===== config.mk =====
export PLATFORM = sky130hd
export DESIGN_NAME = i3c_pad_ctrl
export DESIGN_NICKNAME = d
export VERILOG_FILES = /design/src/rtl/i3c_pad_pkg.sv /design/src/rtl/i3c_pad_filt.sv /design/src/rtl/i3c_pad_ctrl.sv
export SDC_FILE = /design/constraint.sdc
export NUM_CORES = 1
export LEC_CHECK = 0
export CAP_MARGIN = 30
export CORE_ASPECT_RATIO = 1.75
export CORE_MARGIN = 5
export CORE_UTILIZATION = 55
export CTS_CLUSTER_SIZE = 30
export DETAILED_ROUTE_END_ITERATION = 16
export DONT_BUFFER_PORTS = 1
export GPL_TIMING_DRIVEN = 0
export HOLD_SLACK_MARGIN = 0.12
export PLACE_DENSITY = 0.84
export SKIP_LAST_GASP = 1
export SLEW_MARGIN = 10
export SYNTH_ARGS = -nofsm -noshare
export SYNTH_HDL_FRONTEND = slang
export SYNTH_SLANG_ARGS = --single-unit

===== constraint.sdc =====
create_clock -name CLK -period 1.6 [get_ports CLK]
set_input_delay 0.32 -clock CLK [delete_from_list [all_inputs] [get_ports CLK]]
set_output_delay 0.32 -clock CLK [all_outputs]
set_load 0.1 [all_outputs]

===== src/rtl/i3c_pad_pkg.sv =====
// Shared lane-state encodings, mode request codes and receive-path reset value for i3c_pad_ctrl.
package i3c_pad_pkg;

  localparam logic [1:0] ST_REL  = 2'd0;
  localparam logic [1:0] ST_OD   = 2'd1;
  localparam logic [1:0] ST_PP   = 2'd2;
  localparam logic [1:0] ST_HAND = 2'd3;

  localparam logic [1:0] MODE_REL = 2'b00;
  localparam logic [1:0] MODE_OD  = 2'b01;
  localparam logic [1:0] MODE_PP  = 2'b10;

  // Idle I3C bus lines float high, so the receive path powers up reading 1.
  localparam logic RX_RST = 1'b1;

  function automatic logic [1:0] mode_target(input logic [1:0] mode);
    case (mode)
      MODE_OD: return ST_OD;
      MODE_PP: return ST_PP;
      default: return ST_REL;
    endcase
  endfunction

endpackage


===== src/rtl/i3c_pad_filt.sv =====
// One lane's 2-flop PAD_O synchroniser plus optional glitch filter (I3C_PAD_GLITCH_FILT_EN).
// Filtered: RX adopts a new level after FILT_CYC consecutive samples of it; otherwise RX is the synchroniser output.
module i3c_pad_filt
  import i3c_pad_pkg::*;
#(
  parameter int FILT_CYC = 3,
  parameter int CNT_W    = 4
) (
  input  logic clk,
  input  logic rst,
  input  logic pad_o,
  output logic rx
);

  logic sync1;
  logic sync2;

  always_ff @(posedge clk or posedge rst) begin
    if (rst) begin
      sync1 <= RX_RST;
      sync2 <= RX_RST;
    end else begin
      sync1 <= pad_o;
      sync2 <= sync1;
    end
  end

`ifdef I3C_PAD_GLITCH_FILT_EN
  logic [CNT_W-1:0] cnt;
  logic             rx_q;

  // cnt counts samples that disagree with rx; any agreeing sample restarts the run.
  always_ff @(posedge clk or posedge rst) begin
    if (rst) begin
      rx_q <= RX_RST;
      cnt  <= '0;
    end else if (sync2 == rx_q) begin
      cnt <= '0;
    end else if (cnt == CNT_W'(FILT_CYC - 1)) begin
      rx_q <= sync2;
      cnt  <= '0;
    end else begin
      cnt <= cnt + 1'b1;
    end
  end

  assign rx = rx_q;
`else
  assign rx = sync2;
`endif

endmodule


===== src/rtl/i3c_pad_ctrl.sv =====
// Multi-lane I3C pad controller: OD/PP drive selection, push-pull-high handover, pull-up sequencing, arbitration-loss detect.
// Per-lane glitch filter on the receive path is built only when I3C_PAD_GLITCH_FILT_EN is defined.
module i3c_pad_ctrl
  import i3c_pad_pkg::*;
#(
  parameter int LANES    = 2,
  parameter int HOLD_CYC = 2,
  parameter int FILT_CYC = 3,
  parameter int CNT_W    = 4
) (
  input  logic               CLK,
  input  logic               RST,
  input  logic [2*LANES-1:0] MODE_REQ,
  input  logic [LANES-1:0]   DATA,
  input  logic [LANES-1:0]   PULL_REQ,
  input  logic [LANES-1:0]   PAD_O,
  output logic [LANES-1:0]   PAD_I,
  output logic [LANES-1:0]   PAD_T,
  output logic [LANES-1:0]   PAD_RESEN,
  output logic [LANES-1:0]   PAD_PULLUPEN,
  output logic [LANES-1:0]   RX,
  output logic [LANES-1:0]   BUSY,
  output logic [LANES-1:0]   ARB_LOST
);

  for (genvar g = 0; g < LANES; g++) begin : g_lane
    logic [1:0]       mode_r;
    logic             data_r;
    logic             pull_r;
    logic [1:0]       state;
    logic [1:0]       tgt;
    logic [CNT_W-1:0] hold_cnt;
    logic             rx;
    logic             rx_d;
    logic             pad_i;
    logic             pad_t;

    always_ff @(posedge CLK or posedge RST) begin
      if (RST) begin
        mode_r <= MODE_REL;
        data_r <= 1'b0;
        pull_r <= 1'b0;
      end else begin
        mode_r <= MODE_REQ[2*g +: 2];
        data_r <= DATA[g];
        pull_r <= PULL_REQ[g];
      end
    end

    // mode_r is held until the requester changes it, so it doubles as the latched handover target.
    assign tgt = mode_target(mode_r);

    always_ff @(posedge CLK or posedge RST) begin
      if (RST) begin
        state    <= ST_REL;
        hold_cnt <= '0;
      end else begin
        case (state)
          ST_PP: begin
            if (tgt != ST_PP) begin
              if (data_r && (HOLD_CYC > 0)) begin
                state    <= ST_HAND;
                hold_cnt <= CNT_W'(HOLD_CYC);
              end else begin
                state <= tgt;
              end
            end
          end
          ST_HAND: begin
            if (tgt == ST_PP || hold_cnt == CNT_W'(1)) begin
              state <= tgt;
            end else begin
              hold_cnt <= hold_cnt - 1'b1;
            end
          end
          default: state <= tgt;
        endcase
      end
    end

    always_comb begin
      pad_i = 1'b0;
      pad_t = 1'b1;
      case (state)
        ST_OD:   pad_t = data_r;
        ST_PP:   begin pad_t = 1'b0; pad_i = data_r; end
        ST_HAND: begin pad_t = 1'b0; pad_i = 1'b1;   end
        default: ;
      endcase
    end

    i3c_pad_filt #(
      .FILT_CYC (FILT_CYC),
      .CNT_W    (CNT_W)
    ) u_filt (
      .clk   (CLK),
      .rst   (RST),
      .pad_o (PAD_O[g]),
      .rx    (rx)
    );

    always_ff @(posedge CLK or posedge RST) begin
      if (RST) rx_d <= RX_RST;
      else     rx_d <= rx;
    end

    assign PAD_I[g]        = pad_i;
    assign PAD_T[g]        = pad_t;
    assign PAD_RESEN[g]    = pull_r & (state == ST_REL || state == ST_OD);
    assign PAD_PULLUPEN[g] = (state == ST_HAND);
    assign BUSY[g]         = (state == ST_HAND);
    assign RX[g]           = rx;
    // We lost arbitration if the line falls while we are letting it (or driving it) high.
    assign ARB_LOST[g]     = rx_d & ~rx & data_r & (state == ST_OD || state == ST_PP);
  end

endmodule


# After elaboration in Yosys (flattened, before gate mapping)
# Cells that the tools add are included.
# W data, S select, Z words.
# word_totals
regBits	26
in_bits	12
out_inout_bits	14
# op_classes
addsub	2
eq_ne	24
muxes	22
bitwise	10
n_reduce_logical	16
# ops
operator	n
$mux W4	6
$eq A2 B2 Y1 const B	8
$ne A2 B2 Y1 const B	8
$pmux W2 S2	4
$pmux W4 S2	2
$mux W2	6
$and A1 B1 Y1	8
$eq A2 B1 Y1 const B	4
$eq A4 B1 Y1 const B	2
$pmux W1 S2	4
$reduce_and A4 Y1	2
$sub A4 B1 Y4 const B	2
$logic_or A1 B1 Y1	6
$logic_not A2 Y1	2
$ne A2 B1 Y1 const B	2
$reduce_and A2 Y1	2
$reduce_bool A2 Y1	2
$reduce_or A2 Y1	2
$not A1 Y1	2

# Depth between registers and ports, before layout
# Gate-level depths: netlist of the first run.
# logic_depth
word_depth	6
ltp_mapped	6

# Modules after synthesis
# A second synthesis of the first run with hierarchy kept.
# hier_totals
hier_cells	132
hier_area_um2	1377.6
# by_module_without_submodules
module	instances	cells_each	area_each_um2
i3c_pad_ctrl	1	126	1265.0
i3c_pad_filt	2	3	56.3

# Worst setup path after synthesis of the first run
# Ideal clock, no wire load.
# synth_timing
path_kind	reg2out
start	reg g_lane[0].state[0]
end	out PAD_T[0]
arrival_ns	2.045
setup_slack_ns	-0.765
stages_incl_launch_ff	6
n_path_buf	2
path_cell_list	dfrtp_1 > ha_1 > buf_2 > nor2_1 > mux2_2 > buf_4
# synth_between
elab_chain_len	3
elab_cells_between_ends	5
# synth_rtl
element	line_no	rtl
start, declared	i3c_pad_ctrl.sv:30	logic [1:0] state;
start signal, assigned	i3c_pad_ctrl.sv:65	state <= tgt;
start signal, assigned	i3c_pad_ctrl.sv:71	state <= tgt;
start signal, assigned	i3c_pad_ctrl.sv:76	default: state <= tgt;
$eq A2 B2 Y1	--	
net BUSY[0]	i3c_pad_ctrl.sv:22	output logic [LANES-1:0] BUSY,
$reduce_or A2 Y1 (no source line)	--	
$pmux W1 S2	i3c_pad_ctrl.sv:84	case (state)
end, declared	i3c_pad_ctrl.sv:18	output logic [LANES-1:0] PAD_T,
# The timed path passes the listed nets, and every way through them passes these cells.

# Worst setup path after layout of the first run
# Same ends and word-level chain as after synthesis.

==> metrics.cfg, run 1 <==
[route]
final_antenna_net_count = 0
routed_via_density = 6.23
drc = 0
vias = 1214
dr.pass1.iters = 4
drtIter0Drc = 44
routed_wl_um = 4340
avgRoutedWirePerCell_um = 22.3

[worst_setup_path]
start_kind = flip-flop
critPathArrivalTime_ns = 1.72
required_ns = 1.28
cp-end-kind = output port
path_class = flip-flop to output port
critPathMaxFanout = 4

[synthesis]
synth_top_area_cell = dfrtp_1
synth-edff-count = 0
postSynthRegisterBits = 26
netlist_area_um2 = 1430
ys.flop_type = dfrtp_1
ys_warn_count = 0
synth-async-reset-ratio_pct = 100
synth_area_leaders = dfrtp_1 35%, dfstp_2 11%, ha_1 10%, buf_4 4.7%, inv_1 3.9%
postSynthAreaPerCell_um2 = 10.6
syn_inst = 135
synth_nets = 159
synth_top_area_share_pct = 35.0
yosysSeqAreaShare_pct = 46.0
synth_cell_types = 35

[grt]
overflow = 0
grt_usage_pct = 18.9
first_global_vias = 1249
grt_max_degree = 27
grt_pass1_wl_um = 5630
antenna_found_initial = 0

[cells_and_area]
final_cell_mix = 16 x buf_4, 16 x dfrtp_1, 11 x inv_1, 11 x dlygate4sd3_1
fin_area_um2 = 2140
drive_gt1_share_pct = 47.3
area_growth_pct = 49.4
diodes = 0
regArea_um2 = 663
fillCellCount = 119
multi_input_area_um2 = 858
final_nets = 194

[sta]
fin_tns_setup_ns = -4.85
setup_viol = 22
max_freq_ghz = 0.489
grt_setup_unrepaired = yes
slew_viol_final = 0
tightest_slew_ns = 0.532
skew_ns = 0.00724
slew_headroom_pct = 64.4
finalHoldWorstSlack_ns = 0.362
finalCriticalPeriod_ns = 2.04
finalWorstSetupSlack_ns = -0.445
hold_viol_final = 0
period_share_pct = 128

[pwr]
ir_worst_vdd_uv = 1120
power.density_nw_per_um2 = 1660
p_leak_uw = 0.000922

[outcome]
status = finished with violations
violations = setup timing

[placed_design]
io_buffers = 0
routabilityCongestion = 0.786
placed_area_um2 = 1560
dp_hpwl_um = 2020

[clocking]
cts_buffers = 3
cts_tree = done
htree_num_levels = 1
worstSkewPairLatency_ns = 0.28
root_buffer = clkbuf_8
clock-sinks = 26
clk_pin_slew_ns = 0.10
cts.path.max_buffers = 2

[die]
rows = 24
dieHeight_um = 77.5
die_w_um = 48.5
die_area_um2 = 3760
core_area_um2 = 2490
io_pins = 26
initial_core_util_pct = 57.4

[flow_run]
max-cap-violations = 0

[min_path]
worstHoldPathType = flip-flop to flip-flop

-- final timing paths --
kind,startpoint,end,slack (ns),depth (start not counted)
min in group asynchronous,RST,g_lane[0].data_r$_DFF_PP0_,0.49,2
setup reg to reg,g_lane[0].state[0]$_DFFE_PP0P_,g_lane[0].hold_cnt[0]$_DFFE_PP0P_,-0.35,7
max in group asynchronous,RST,g_lane[1].state[0]$_DFFE_PP0P_,0.61,3
hold reg to reg,g_lane[0].u_filt.sync1$_DFF_PP1_,g_lane[0].u_filt.rx$_DFF_PP1_,0.36,0
hold / removal,g_lane[0].u_filt.sync1$_DFF_PP1_,g_lane[0].u_filt.rx$_DFF_PP1_,0.36,0
setup / recovery,g_lane[0].state[0]$_DFFE_PP0P_,PAD_T[0],-0.44,5
-- area by class of cell --
cell class	count	share of cell area, %
Buffer	11	7.14
Clock buffer	3	1.93
Clock inverter	1	1.41
Inverter	15	3.57
Multi-Input combinational cell	83	40.2
Sequential cell	26	31.0
Tap cell	26	1.52
Timing Repair Buffer	30	13.2
-- stage by stage --
| stage | std cells | util (%) | power, uW | worst slack, ns |
|---|---|---|---|---|
| floorplan | 135 | - | 2190 | -0.138 |
| global placement | 161 | 62.7 | 2310 | -0.199 |
| detailed placement | 161 | 62.7 | 2350 | -0.221 |
| CTS | 188 | 79.8 | 3250 | -0.428 |
| global route | 195 | 85.7 | 3690 | -0.480 |
| finish | 195 | 85.7 | 3540 | -0.445 |
-- Yosys cell counts (all sizes together), types with 2 or more instances --
master  instances
a21o            2
a21oi           4
a22o            4
a31oi           3
and4b           2
buf            11
dfrtp          20
dfstp           6
ha             12
inv            15
mux2            3
nand2          10
nand2b          6
nand3           6
nand4b          2
nor2            4
nor2b           3
o211ai          3
o21a            2
o21ai           7
-- worst max-delay path, cell delays in order (launching register included) --
cell and delay (ns):
dfrtp_2 0.43, ha_4 0.36, buf_6 0.16, nor2_4 0.03, mux2_4 0.29, buf_12 0.17
-- power breakdown --
part	internal (uW)	total, uW	switching [uW]	leakage (uW)
Sequential	789	938	149	0.000302
Clock	335	553	217	0.0000357
Combinational	824	2050	1230	0.000583
Total	1950	3540	1590	0.000922
-- flip-flops by register name (all words and copies together), names as in the netlist --
register,flops
g_lane.u_filt.rx,2
g_lane.rx_d,2
g_lane.u_filt.sync1,2
g_lane.pull_r,2
g_lane.mode_r,4
g_lane.hold_cnt,8
g_lane.state,4
g_lane.data_r,2
-- kinds of logic after synthesis --
| group | after synthesis | share of synthesized area, % |
|---|---|---|
| buffers and inverters | 26 | 9.36 |
| AOI/OAI and AO/OA | 32 | 15.8 |
| and+or+nand+nor | 36 | 15.9 |
| DFF | 26 | 46.0 |
| adders and majority gates | 12 | 10.5 |
| muxes | 3 | 2.36 |
-- per-layer routing --
layer / wire length (um) / track usage, % / vias to the layer above
met3: 186 / 4.21 / 13
met2: 2660 / 38.2 / 45
met1: 1380 / 17.7 / 626
met5: 0 / 0 / -
li1: - / - / 530
met4: 116 / 6.20 / 0
-- what timing repair did --
| action | in CTS | in global routing |
|---|---|---|
| pin swaps | 8 | 10 |
| buffers inserted | 13 | 7 |
| hold buffers | 10 | 1 |
| endpoints found under the hold margin | 10 | 5 |
| gates resized for setup | 36 | 20 |
| endpoints found under the setup margin | 17 | 22 |
Note: power is estimated with default switching activity, not from simulation.
==> inputs of run 2 (changes only) <==
--- a/config.mk
+++ b/config.mk
@@ -5,7 +5,6 @@
 export SDC_FILE = /design/constraint.sdc
 export NUM_CORES = 1
 export LEC_CHECK = 0
-export CAP_MARGIN = 30
 export CORE_ASPECT_RATIO = 1.75
 export CORE_MARGIN = 5
 export CORE_UTILIZATION = 55
==> metrics.cfg, run 2 (synthesis gave the netlist of run 1 again) <==
[worst_setup_path]
cp_top_family = flip-flops
critical_path.max_stage_delay_ns = 0.42  ; about the same
worstPathCellList = ha_4 -> buf_6 -> nor2_4 -> mux2_4 -> buf_12
cp-end-kind = output port
required_ns = 1.28  ; about the same
path_class = flip-flop to output port
worst-path-buf-inv = 2  ; unchanged
critPathMaxFanout = 4  ; unchanged
critPathArrivalTime_ns = 1.72  ; about the same
cp_slowest_cell = dfrtp_2
start_kind = flip-flop

[grt]
grt_max_degree = 27  ; unchanged
antenna_found_initial = 0  ; unchanged
grt_pass1_wl_um = 5630  ; unchanged
overflow = 0  ; unchanged
first_global_vias = 1249  ; unchanged
grt_usage_pct = 18.9  ; unchanged

[cells_and_area]
largest_reg_flops = 8  ; unchanged
drive_gt1_share_pct = 47.3  ; about the same
layoutNonFillerInstCount = 193  ; -1.0%
multi_input_area_um2 = 858  ; unchanged
final_nets = 192  ; -1.0%
final_cell_mix = 16 x buf_4, 16 x dfrtp_1, 11 x inv_1
regArea_um2 = 663  ; unchanged
fillCellCount = 117  ; -1.7%
diodes = 0  ; unchanged
fin_area_um2 = 2110  ; -1.2%
reg_top3 = g_lane.hold_cnt (8), g_lane.mode_r (4), g_lane.state (4)
regMostFlops = g_lane.hold_cnt
area_growth_pct = 47.7

[pwr]
p_leak_uw = 0.000910  ; -1.3%
p_switching_uw = 1560  ; -1.9%
p_total_uw = 3510  ; -1.0%
combPwrFrac_pct = 57.8  ; about the same
switching_share_pct = 44.6  ; -0.39 points
pwr-share-clk_pct = 15.6  ; about the same
ir_worst_vdd_uv = 1080  ; -3.9%
power.density_nw_per_um2 = 1660  ; +0.14%
cellInternalPower_uw = 1940  ; -0.33%
p_seq_share_pct = 26.6  ; about the same

[clocking]
worstSkewPairLatency_ns = 0.28  ; about the same
htree_num_levels = 1  ; unchanged
clock-sinks = 26  ; unchanged
cts_buffers = 3  ; unchanged
clk_pin_slew_ns = 0.09  ; about the same
root_buffer = clkbuf_8
cts_tree = done
cts.path.max_buffers = 2  ; unchanged

[route]
drtIter0Drc = 34  ; -23%
routed_via_density = 6.33  ; +1.7%
avgRoutedWirePerCell_um = 21.2  ; -4.8%
dr.pass1.iters = 4  ; unchanged
final_antenna_net_count = 0  ; unchanged
drc = 0  ; unchanged
vias = 1222  ; +0.66%
routed_wl_um = 4090  ; -5.8%

[placed_design]
io_buffers = 0  ; unchanged
routabilityCongestion = 0.786  ; unchanged
placed_area_um2 = 1560  ; unchanged
dp_hpwl_um = 2020  ; unchanged
dp_cells = 161  ; unchanged

[sta]
grt_setup_unrepaired = yes
skew_ns = 0.00388  ; -0.00336 ns
finalHoldWorstSlack_ns = 0.159  ; -0.203 ns
slew_viol_final = 0  ; unchanged
setup_viol = 22  ; unchanged
hold_viol_final = 0  ; unchanged
tightest_slew_ns = 0.998  ; +0.465 ns
period_share_pct = 128  ; about the same
max_freq_ghz = 0.489  ; about the same
finalCriticalPeriod_ns = 2.04  ; -0.00121 ns
finalWorstSetupSlack_ns = -0.443  ; +0.00121 ns
slew_headroom_pct = 33.4  ; -31 points
fin_tns_setup_ns = -4.62  ; +0.230 ns

[outcome]
violations = setup timing
status = finished with violations

[die]
die_area_um2 = 3760  ; unchanged
io_pins = 26  ; unchanged
initial_core_util_pct = 57.4  ; unchanged
rows = 24  ; unchanged
die_w_um = 48.5  ; unchanged
dieHeight_um = 77.5  ; unchanged
core_area_um2 = 2490  ; unchanged

[flow_run]
max-cap-violations = 0  ; unchanged

[min_path]
worstHoldPathType = primary input to async pin

## run 2: final timing paths
path | startpoint | endpoint | slack (ns) | depth (start not counted)
max in group asynchronous | RST | g_lane[1].state[1]$_DFFE_PP0P_ | 0.77 | 1
hold reg to reg | g_lane[1].u_filt.sync1$_DFF_PP1_ | g_lane[1].u_filt.rx$_DFF_PP1_ | 0.36 | 0
min in group CLK | g_lane[1].u_filt.sync1$_DFF_PP1_ | g_lane[1].u_filt.rx$_DFF_PP1_ | 0.36 | 0
setup / recovery | g_lane[0].state[0]$_DFFE_PP0P_ | PAD_T[0] | -0.44 | 5
hold / removal | RST | g_lane[1].mode_r[0]$_DFF_PP0_ | 0.16 | 1
setup reg to reg | g_lane[0].state[0]$_DFFE_PP0P_ | g_lane[0].hold_cnt[0]$_DFFE_PP0P_ | -0.36 | 7
## run 2: layout make-up
class                   count  area share [%]
clock buffers               3            1.95
clock inverters             1            1.42
inverters                  15            3.61
plain buffers              11            7.23
well taps                  26            1.54
multi-input cells          83            40.6
repair buffers             28            12.2
flip-flops and latches     26            31.4
## run 2: through the flow
| step | utilization (%) | setup WS (ns) |
|---|---|---|
| after global placement | 62.7 | -0.199 |
| after detailed placement | 62.7 | -0.221 |
| after floorplan | - | -0.138 |
| after CTS | 79.8 | -0.428 |
| final | 84.7 | -0.443 |
| after global routing | 84.7 | -0.478 |
## run 2: routing by layer
metal  vias up  part of all wire, %  global-route usage, %  routed length (um)
met2        53                   59                   38.2                2430
li1        530                    -                      -                   -
met1       616                   31                   17.7                1280
met5         -                    0                      0                   0
met3        23                  4.6                   4.21                 188
met4         0                  4.7                   6.20                 193
## run 2: repair_timing
item | CTS | global route
setup buffers | 13 | 7
setup endpoints to repair | 17 | 22
gates resized for setup | 36 | 20
endpoints found under the hold margin | 10 | 0
hold buffers | 10 | 0
pin swaps | 8 | 10
## run 2: power groups by stage
stage / registers [uW] / clock network [uW] / logic [uW]
floorplan: 892 / 0 / 1300
global route: 952 / 595 / 2120
CTS: 914 / 550 / 1780
detailed placement: 929 / 0 / 1420
global placement: 918 / 0 / 1390
finish: 931 / 548 / 2030
